$ cat config.mk
export PLATFORM = sky130hd
export DESIGN_NAME = seq_signed_mult
export DESIGN_NICKNAME = d
export VERILOG_FILES = /design/src/rtl/alu_pkg.sv /design/src/rtl/shift_add_step.sv /design/src/rtl/seq_signed_mult.sv
export SDC_FILE = /design/constraint.sdc
export NUM_CORES = 1
export LEC_CHECK = 0
export ABC_AREA = 1
export CORE_MARGIN = 4
export CORE_UTILIZATION = 45
export CTS_CLUSTER_DIAMETER = 50
export DETAILED_ROUTE_END_ITERATION = 12
export PLACE_DENSITY = 0.69
export SLEW_MARGIN = 20
export SYNTH_ARGS = -nofsm -noshare
export SYNTH_HDL_FRONTEND = slang
export SYNTH_SLANG_ARGS = --single-unit
$ cat constraint.sdc
create_clock -name clk -period 2.5 [get_ports clk]
set_input_delay 0.25 -clock clk [delete_from_list [all_inputs] [get_ports clk]]
set_output_delay 0.25 -clock clk [all_outputs]
set_load 0.01 [all_outputs]
$ cat src/rtl/alu_pkg.sv
// Shared definitions for the ALU multiply sequencer: FSM state encoding,
// default operand width and a counter-width helper.
package alu_pkg;

    localparam int WIDTH_DEF = 8;
    localparam int CNT_W_DEF = $clog2(WIDTH_DEF);

    typedef enum logic [1:0] {
        IDLE = 2'd0,
        ABS  = 2'd1,
        MUL  = 2'd2,
        SIGN = 2'd3
    } state_t;

    // $clog2 yields 0 for a width of 1; a counter still needs one bit
    function automatic int cnt_width(input int w);
        return (w > 1) ? $clog2(w) : 1;
    endfunction

endpackage

$ cat src/rtl/shift_add_step.sv
// One shift-and-add iteration: conditionally add the multiplicand to the upper
// accumulator half, then shift {carry, hi, lo} right by one bit.
module shift_add_step #(
    parameter int WIDTH = 8
) (
    input  logic [WIDTH-1:0] hi,
    input  logic [WIDTH-1:0] lo,
    input  logic [WIDTH-1:0] mcand,
    output logic [WIDTH-1:0] hi_next,
    output logic [WIDTH-1:0] lo_next
);

    logic [WIDTH:0] sum;

    always_comb begin
        sum = {1'b0, hi};
        if (lo[0]) begin
            sum = {1'b0, hi} + {1'b0, mcand};
        end
        hi_next = sum[WIDTH:1];
        lo_next = {sum[0], lo[WIDTH-1:1]};
    end

endmodule

$ cat src/rtl/seq_signed_mult.sv
// Multi-cycle signed multiplier: magnitude conversion, WIDTH shift-add steps,
// then sign restore. Define SEQ_MULT_OVF_EN to add the ovf output.
module seq_signed_mult
    import alu_pkg::*;
#(
    parameter int WIDTH = WIDTH_DEF
) (
    input  logic                 clk,
    input  logic                 rst,
    input  logic                 start,
    input  logic [WIDTH-1:0]     a,
    input  logic [WIDTH-1:0]     b,
    output logic                 busy,
    output logic                 done,
`ifdef SEQ_MULT_OVF_EN
    output logic                 ovf,
`endif
    output logic [2*WIDTH-1:0]   p
);

    localparam int CW = cnt_width(WIDTH);
    localparam logic [WIDTH-1:0]   ONE_W = WIDTH'(1);
    localparam logic [2*WIDTH-1:0] ONE_P = (2*WIDTH)'(1);
    localparam logic [CW-1:0]      LAST  = CW'(WIDTH - 1);

    state_t            state;
    logic [WIDTH-1:0]  mcand;
    logic [WIDTH-1:0]  hi;
    logic [WIDTH-1:0]  lo;
    logic              neg;
    logic [CW-1:0]     cnt;

    logic [WIDTH-1:0]   hi_step;
    logic [WIDTH-1:0]   lo_step;
    logic [2*WIDTH-1:0] prod;
    logic [2*WIDTH-1:0] p_next;

    shift_add_step #(.WIDTH(WIDTH)) u_step (
        .hi      (hi),
        .lo      (lo),
        .mcand   (mcand),
        .hi_next (hi_step),
        .lo_next (lo_step)
    );

    // Zero stays zero under negation, so no special case is needed for neg=1
    always_comb begin
        prod   = {hi, lo};
        p_next = neg ? (~prod + ONE_P) : prod;
    end

`ifdef SEQ_MULT_OVF_EN
    logic [WIDTH:0] top_bits;
    logic           ovf_next;

    // Fits a WIDTH-bit signed result only if the top WIDTH+1 bits are all equal
    always_comb begin
        top_bits = p_next[2*WIDTH-1:WIDTH-1];
        ovf_next = !((&top_bits) || !(|top_bits));
    end
`endif

    always_ff @(posedge clk or posedge rst) begin
        if (rst) begin
            state <= IDLE;
            mcand <= '0;
            hi    <= '0;
            lo    <= '0;
            neg   <= 1'b0;
            cnt   <= '0;
            busy  <= 1'b0;
            done  <= 1'b0;
            p     <= '0;
`ifdef SEQ_MULT_OVF_EN
            ovf   <= 1'b0;
`endif
        end else begin
            done <= 1'b0;
            case (state)
                IDLE: begin
                    if (start) begin
                        mcand <= a;
                        lo    <= b;
                        hi    <= '0;
                        neg   <= a[WIDTH-1] ^ b[WIDTH-1];
                        cnt   <= '0;
                        busy  <= 1'b1;
                        state <= ABS;
                    end
                end
                ABS: begin
                    // Magnitudes are unsigned, so the most negative value maps to 2^(WIDTH-1)
                    if (mcand[WIDTH-1]) mcand <= ~mcand + ONE_W;
                    if (lo[WIDTH-1])    lo    <= ~lo + ONE_W;
                    state <= MUL;
                end
                MUL: begin
                    hi  <= hi_step;
                    lo  <= lo_step;
                    cnt <= cnt + 1'b1;
                    if (cnt == LAST) begin
                        state <= SIGN;
                    end
                end
                SIGN: begin
                    p     <= p_next;
`ifdef SEQ_MULT_OVF_EN
                    ovf   <= ovf_next;
`endif
                    done  <= 1'b1;
                    busy  <= 1'b0;
                    state <= IDLE;
                end
                default: state <= IDLE;
            endcase
        end
    end

endmodule

-- Yosys cells after proc, flatten, opt, wreduce, memory -nomap -nowiden
Index checks and enable logic that the tools add are counted.
- flip-flop bits (word level): 48
- latch bits: 0
- bits in writable memories: 0
- ROM bits: 0
- bits of input ports: 19
- output and inout port bits: 18
- word-level logic and storage cells: 59
- memories kept: 0
- $add $sub $neg: 5
- multipliers: 0
- divide/modulo/power cells: 0
- $lt $le $gt $ge: 0
- equality and inequality tests: 8
- shift operators: 0
- muxes and demuxes: 18
- bitwise logic cells: 4
- reductions and logical operators: 13
- operator list (kind ; number):
    8-bit two-way mux ; 5
    8-bit case mux with 2 select lines ; 2
    8-bit case mux with 3 select lines ; 1
    16-bit by 1-bit adder with 16-bit output, second input constant ; 1
    8-bit by 1-bit adder with 8-bit output, second input constant ; 2
    16-bit two-way mux ; 1
    16-bit NOT ; 1
    8-bit NOT ; 2
    2-bit AND reduction ; 6
    8-bit by 8-bit adder with 9-bit output ; 1
    9-bit two-way mux ; 1
    2-bit != test, second input constant ; 4
    2-bit case mux with 4 select lines ; 1
    3-bit case mux with 2 select lines ; 1
    3-bit AND reduction ; 2
    2-bit nonzero test ; 3
    2-bit == test, second input constant ; 2
    2-bit two-way mux ; 2
    3-bit by 1-bit adder with 3-bit output, second input constant ; 1
    3-bit == test, second input constant ; 1
    3-bit two-way mux ; 1
    3-bit nonzero test ; 1
    2-bit by 1-bit == test with 1-bit output, second input constant ; 1
    2-bit logical NOT ; 1
    other kinds (3) ; 4

-- Depth between registers and ports, before layout
- depth in word-level cells: 4
- gate-level depth with buffers: 13
- gate-level depth less buffers: 11

-- By module
From an unflattened synthesis, not the netlist that was laid out.
- cell total of the unflattened synthesis: 447
- area, all modules: 3296.9 µm²
- by module, submodules not included (module ; instances ; cells each ; area each (µm²) ; seq. area each (µm²)):
    seq_signed_mult ; 1 ; 356 ; 2788.9 ; 1201.2
    shift_add_step ; 1 ; 91 ; 508.0 ; 0.0

-- Least setup slack after synthesis
OpenSTA, ideal clock, no wires.
- path kind: reg-to-reg
- start: register lo[0]
- end: register p[14]
- setup time: 0.117 ns
- data arrival time: 1.596 ns
- data required time: 2.383 ns
- setup slack: 0.787 ns
- cell stages (with the launch flop): 12
- path buffers: 2
- clock period less this slack: 1.713 ns
- cells stage by stage: dfrtp_1 buf_6 inv_2 buf_2 ha_1 inv_1 nor2_2 nand2_1 o21ai_2 nand3_1 nand3_1 nand2_1
- cells in the longest elaborated chain, start to end: 3
- RTL lines (item ; line ; source):
    from (decl) ; seq_signed_mult.sv:29 ; logic [WIDTH-1:0] lo;
    from (signal assigned) ; seq_signed_mult.sv:94 ; if (lo[WIDTH-1]) lo <= ~lo + ONE_W;
    from (signal assigned) ; seq_signed_mult.sv:99 ; lo <= lo_step;
    16-bit NOT ; seq_signed_mult.sv:49 ; p_next = neg ? (~prod + ONE_P) : prod;
    16-bit by 1-bit adder with 16-bit output ; seq_signed_mult.sv:49 ;
    16-bit two-way mux ; seq_signed_mult.sv:49 ;
    to (signal assigned) ; seq_signed_mult.sv:106 ; p <= p_next;
    to (decl) ; seq_signed_mult.sv:18 ; output logic [2*WIDTH-1:0] p
Every way passes these cells.
A chain may end at the register's enable or synchronous reset.

-- Final worst setup path
- start: register state[1]
- end: register lo[1]
- cells in the longest elaborated chain, start to end: 3
- elaborated cells on any way between the ends: 8
- classes of those cells: eq/ne: 4; mux: 1; reduce/logical: 3
- RTL lines (item ; line ; source):
    from (decl) ; seq_signed_mult.sv:26 ; state_t state;
    from (signal assigned) ; seq_signed_mult.sv:65 ; state <= IDLE;
    from (signal assigned) ; seq_signed_mult.sv:88 ; state <= ABS;
    from (signal assigned) ; seq_signed_mult.sv:95 ; state <= MUL;
    2-bit by 1-bit == test with 1-bit output, or another cell as far along ; seq_signed_mult.sv:79 ; case (state)
    2-bit != test (no source line) / 3-bit nonzero test (equally long branches) ; -- ;
    3-bit AND reduction (no source line) ; -- ;
Parallel ways exist; a longest one is shown, timed or not.

==> flow_metrics.py <==
metrics = {
    "run_status": {
        "status": "complete, no violations",
    },
    "synth": {
        "syn_nets": 453,
        "synth_cell_types": 40,
        "yosys_warnings": 0,
        "synth_top_cell_by_area": "dfrtp_1",
        "seq_area_frac_synth_pct": 38.4,
        "synth.top_cell.area_share_pct": 38.4,
        "ys_top_cells_by_area": "dfrtp_1 (38%), nand2_1 (13%), ha_1 (6.8%)",
        "syn_area_um2": 3130,
        "synth.avg_cell_area_um2": 7.52,
        "synth_cells": 416,
        "ys_ff_latch": 48,
    },
    "sta": {
        "final.period_utilization_pct": 77.1,
        "drv_slew": 0,
        "rsz0062_at_grt": "false",
        "slew-limit-headroom_pct": 47.9,
        "max_freq_mhz": 519,
        "fin_setup_tns_ns": 0,
        "finalClockSkew_ns": 0.00338,
        "worst_pin_slew_ns": 0.781,
        "finalCriticalPeriod_ns": 1.93,
        "finalHoldViolCount": 0,
        "setup_viol": 0,
    },
    "cells_and_area": {
        "drive_gt1_share_pct": 8.39,
        "antennaDiodeCount": 0,
        "syn_to_final_growth_pct": 16.0,
        "nNetsFinal": 490,
        "fin_util_pct": 53.7,
        "final_cell_area_um2": 3630,
    },
    "floorplanning": {
        "dieArea_um2": 8350,
        "floorplan.initialDensity_pct": 46.3,
        "ioPinCount": 37,
        "core_area_um2": 6760,
        "die_height_um": 91.4,
        "die_w_um": 91.4,
        "fp-row-count": 30,
    },
    "placed_design": {
        "hpwl_um": 5850,
        "place_congestion": 0.929,
        "io_buffer_count": 36,
        "dpl_cell_area_um2": 3550,
    },
    "critical_path": {
        "startpoint": "state[1]",
        "cp-end-kind": "flop",
        "rr_worst_depth": 5,
        "endpoint": "lo[1]",
        "crit_fanout": 10,
        "crit_type": "flop to flop",
        "regToRegSetupSlack_ns": 0.57,
        "required_ns": 2.67,
        "startpoint_type": "flop",
        "cp.arrival_ns": 2.10,
        "r2r_end": "lo[1]",
        "regToRegStartpoint": "state[1]",
    },
    "clocking": {
        "clock_sinks": 48,
        "cts_tree": "yes",
        "cts_resized": 0,
        "post_cts_buffers": 0,
        "clockBufferDepth": 2,
        "htree_levels": 2,
        "cts_buffers": 5,
        "clk_pin_slew_worst_paths_ns": 0.08,
        "ctsRootBufferMaster": "clkbuf_8",
        "postCtsHoldBufs": 0,
        "clock_latency_ns": 0.30,
    },
    "power_and_ir_drop": {
        "switching_share_pct": 50.1,
        "worst_ir_drop_vdd_v": 0.000659,
        "comb_power_share_pct": 61.0,
        "power_mw": 5.15,
        "clkPwrFrac_pct": 8.7,
        "p_sw_mw": 2.58,
        "seqPwrFrac_pct": 30.4,
        "p_per_area_nw_per_um2": 1420,
        "p_int_mw": 2.57,
        "p_leak_nw": 1.79,
    },
    "grt": {
        "grt_usage_pct": 19.0,
        "antenna_found_initial": 0,
        "grt_max_degree": 25,
        "grt_pass1_wl_um": 12900,
        "grt_pass1_vias": 2760,
        "gr-total-overflow": 0,
    },
    "job": {
        "maxCapViolCount": 0,
    },
    "drt": {
        "drt_pass1_iterations": 4,
        "vias": 2846,
        "ant_nets": 0,
        "wl_per_cell_um": 14.3,
        "vias_per_cell": 5.34,
        "drt_wl_total_um": 7620,
        "drt_iter0_markers": 190,
        "drc": 0,
    },
    "hold_path": {
        "min_path_type": "primary input to async pin",
    },
}
-- power by group through the flow --
stage               Sequential (mW)  Clock, mW  Combinational, mW
detailed placement             1.57          0               3.12
CTS                            1.56      0.462               3.13
global placement               1.56          0               3.08
finish                         1.56      0.447               3.14
global route                   1.62      0.486               3.55
floorplan                      1.48          0               2.31
-- Yosys cell counts --
cell / instances
a21oi_1: 30
nor2_1: 26
a21boi_1: 1
buf_4: 1
o21ai_4: 3
o21ai_0: 30
o22ai_1: 4
nand4_1: 5
clkbuf_1: 1
buf_6: 2
dfrtp_1: 48
a31oi_1: 3
o21ai_2: 2
nor2_2: 3
nand2_4: 2
inv_1: 44
nor3_1: 2
a22o_1: 2
inv_2: 10
a21oi_2: 1
nand2_1: 106
clkbuf_2: 1
o211ai_1: 3
o31ai_1: 1
nor2_4: 3
xnor2_1: 1
o21ai_1: 4
nand3_1: 38
ha_1: 17
clkinv_1: 2
a221oi_1: 1
nand3b_1: 2
inv_6: 1
o2111ai_1: 1
or2_2: 2
nand3_2: 1
xor2_1: 2
buf_2: 4
fa_1: 1
a22oi_1: 5
-- cell families after synthesis --
group	after synthesis	synth area share, %
compound gates	91	17.6
fa+ha+maj	18	7.44
buf+inv	66	8.88
xor+xnor	3	0.840
simple gates	190	26.9
flops	48	38.4
-- layout by cell type, fill, tap and decap left out, drive strengths merged, types with 2 or more instances in the layout --
cell,instances
o21ai,39
inv,55
o22ai,4
nor2,32
a22oi,5
dfrtp,48
a31oi,3
ha,17
buf,3
a22o,2
nand4,5
clkinv,3
nor3,2
o211ai,3
nand3b,2
nand2,108
nand3,39
xor2,2
a21oi,31
or2,2
clkbuf,6
clkdlybuf4s50,36
-- registers in the layout (all words and copies together) (netlist names) --
| signal | count |
|---|---|
| p | 16 |
| neg | 1 |
| lo | 8 |
| cnt | 3 |
| mcand | 8 |
| hi | 8 |
| done | 1 |
| busy | 1 |
| state | 2 |
-- final cells by class --
class | instances | area (um^2)
multi-input combinational | 302 | 1650
sequential | 48 | 1200
timing repair buffer | 39 | 383
fill | 653 | 3130
clock inverter | 1 | 5.00
tap | 80 | 100
clock buffer | 6 | 72.6
inverter | 57 | 219
-- per-layer routing --
| metal | vias to the layer above | track usage, % | wire length, um |
|---|---|---|---|
| li1 | 1459 | - | - |
| met1 | 1310 | 26.9 | 3710 |
| met2 | 68 | 29.4 | 3440 |
| met3 | 9 | 3.40 | 344 |
| met4 | 0 | 6.41 | 120 |
| met5 | - | 0 | 0 |
-- critical path: stages (launching register included) --
cell and delay, ns:
dfrtp_1 0.40, inv_1 0.08, ha_1 0.48, clkinv_1 0.31, a221oi_1 0.39, o22ai_1 0.13
-- metrics by stage --
stage | std cells | hold WS, ns | setup WS [ns]
final | 533 | 0.251 | 0.572
after global placement | 526 | 0.464 | 0.728
after global routing | 533 | 0.290 | 0.375
after CTS | 533 | 0.261 | 0.597
after detailed placement | 526 | 0.466 | 0.609
after floorplan | 416 | 0.389 | 0.787
-- worst min path at each step --
stage / to / slack (ns) / depth (start not counted)
floorplan: lo[7] / 0.39 / 2
global placement: cnt[0] / 0.46 / 1
detailed placement: p[9] / 0.47 / 2
CTS: lo[1] / 0.26 / 2
global route: lo[1] / 0.29 / 2
finish: lo[1] / 0.25 / 2
Note: power is estimated with default switching activity, not from simulation.
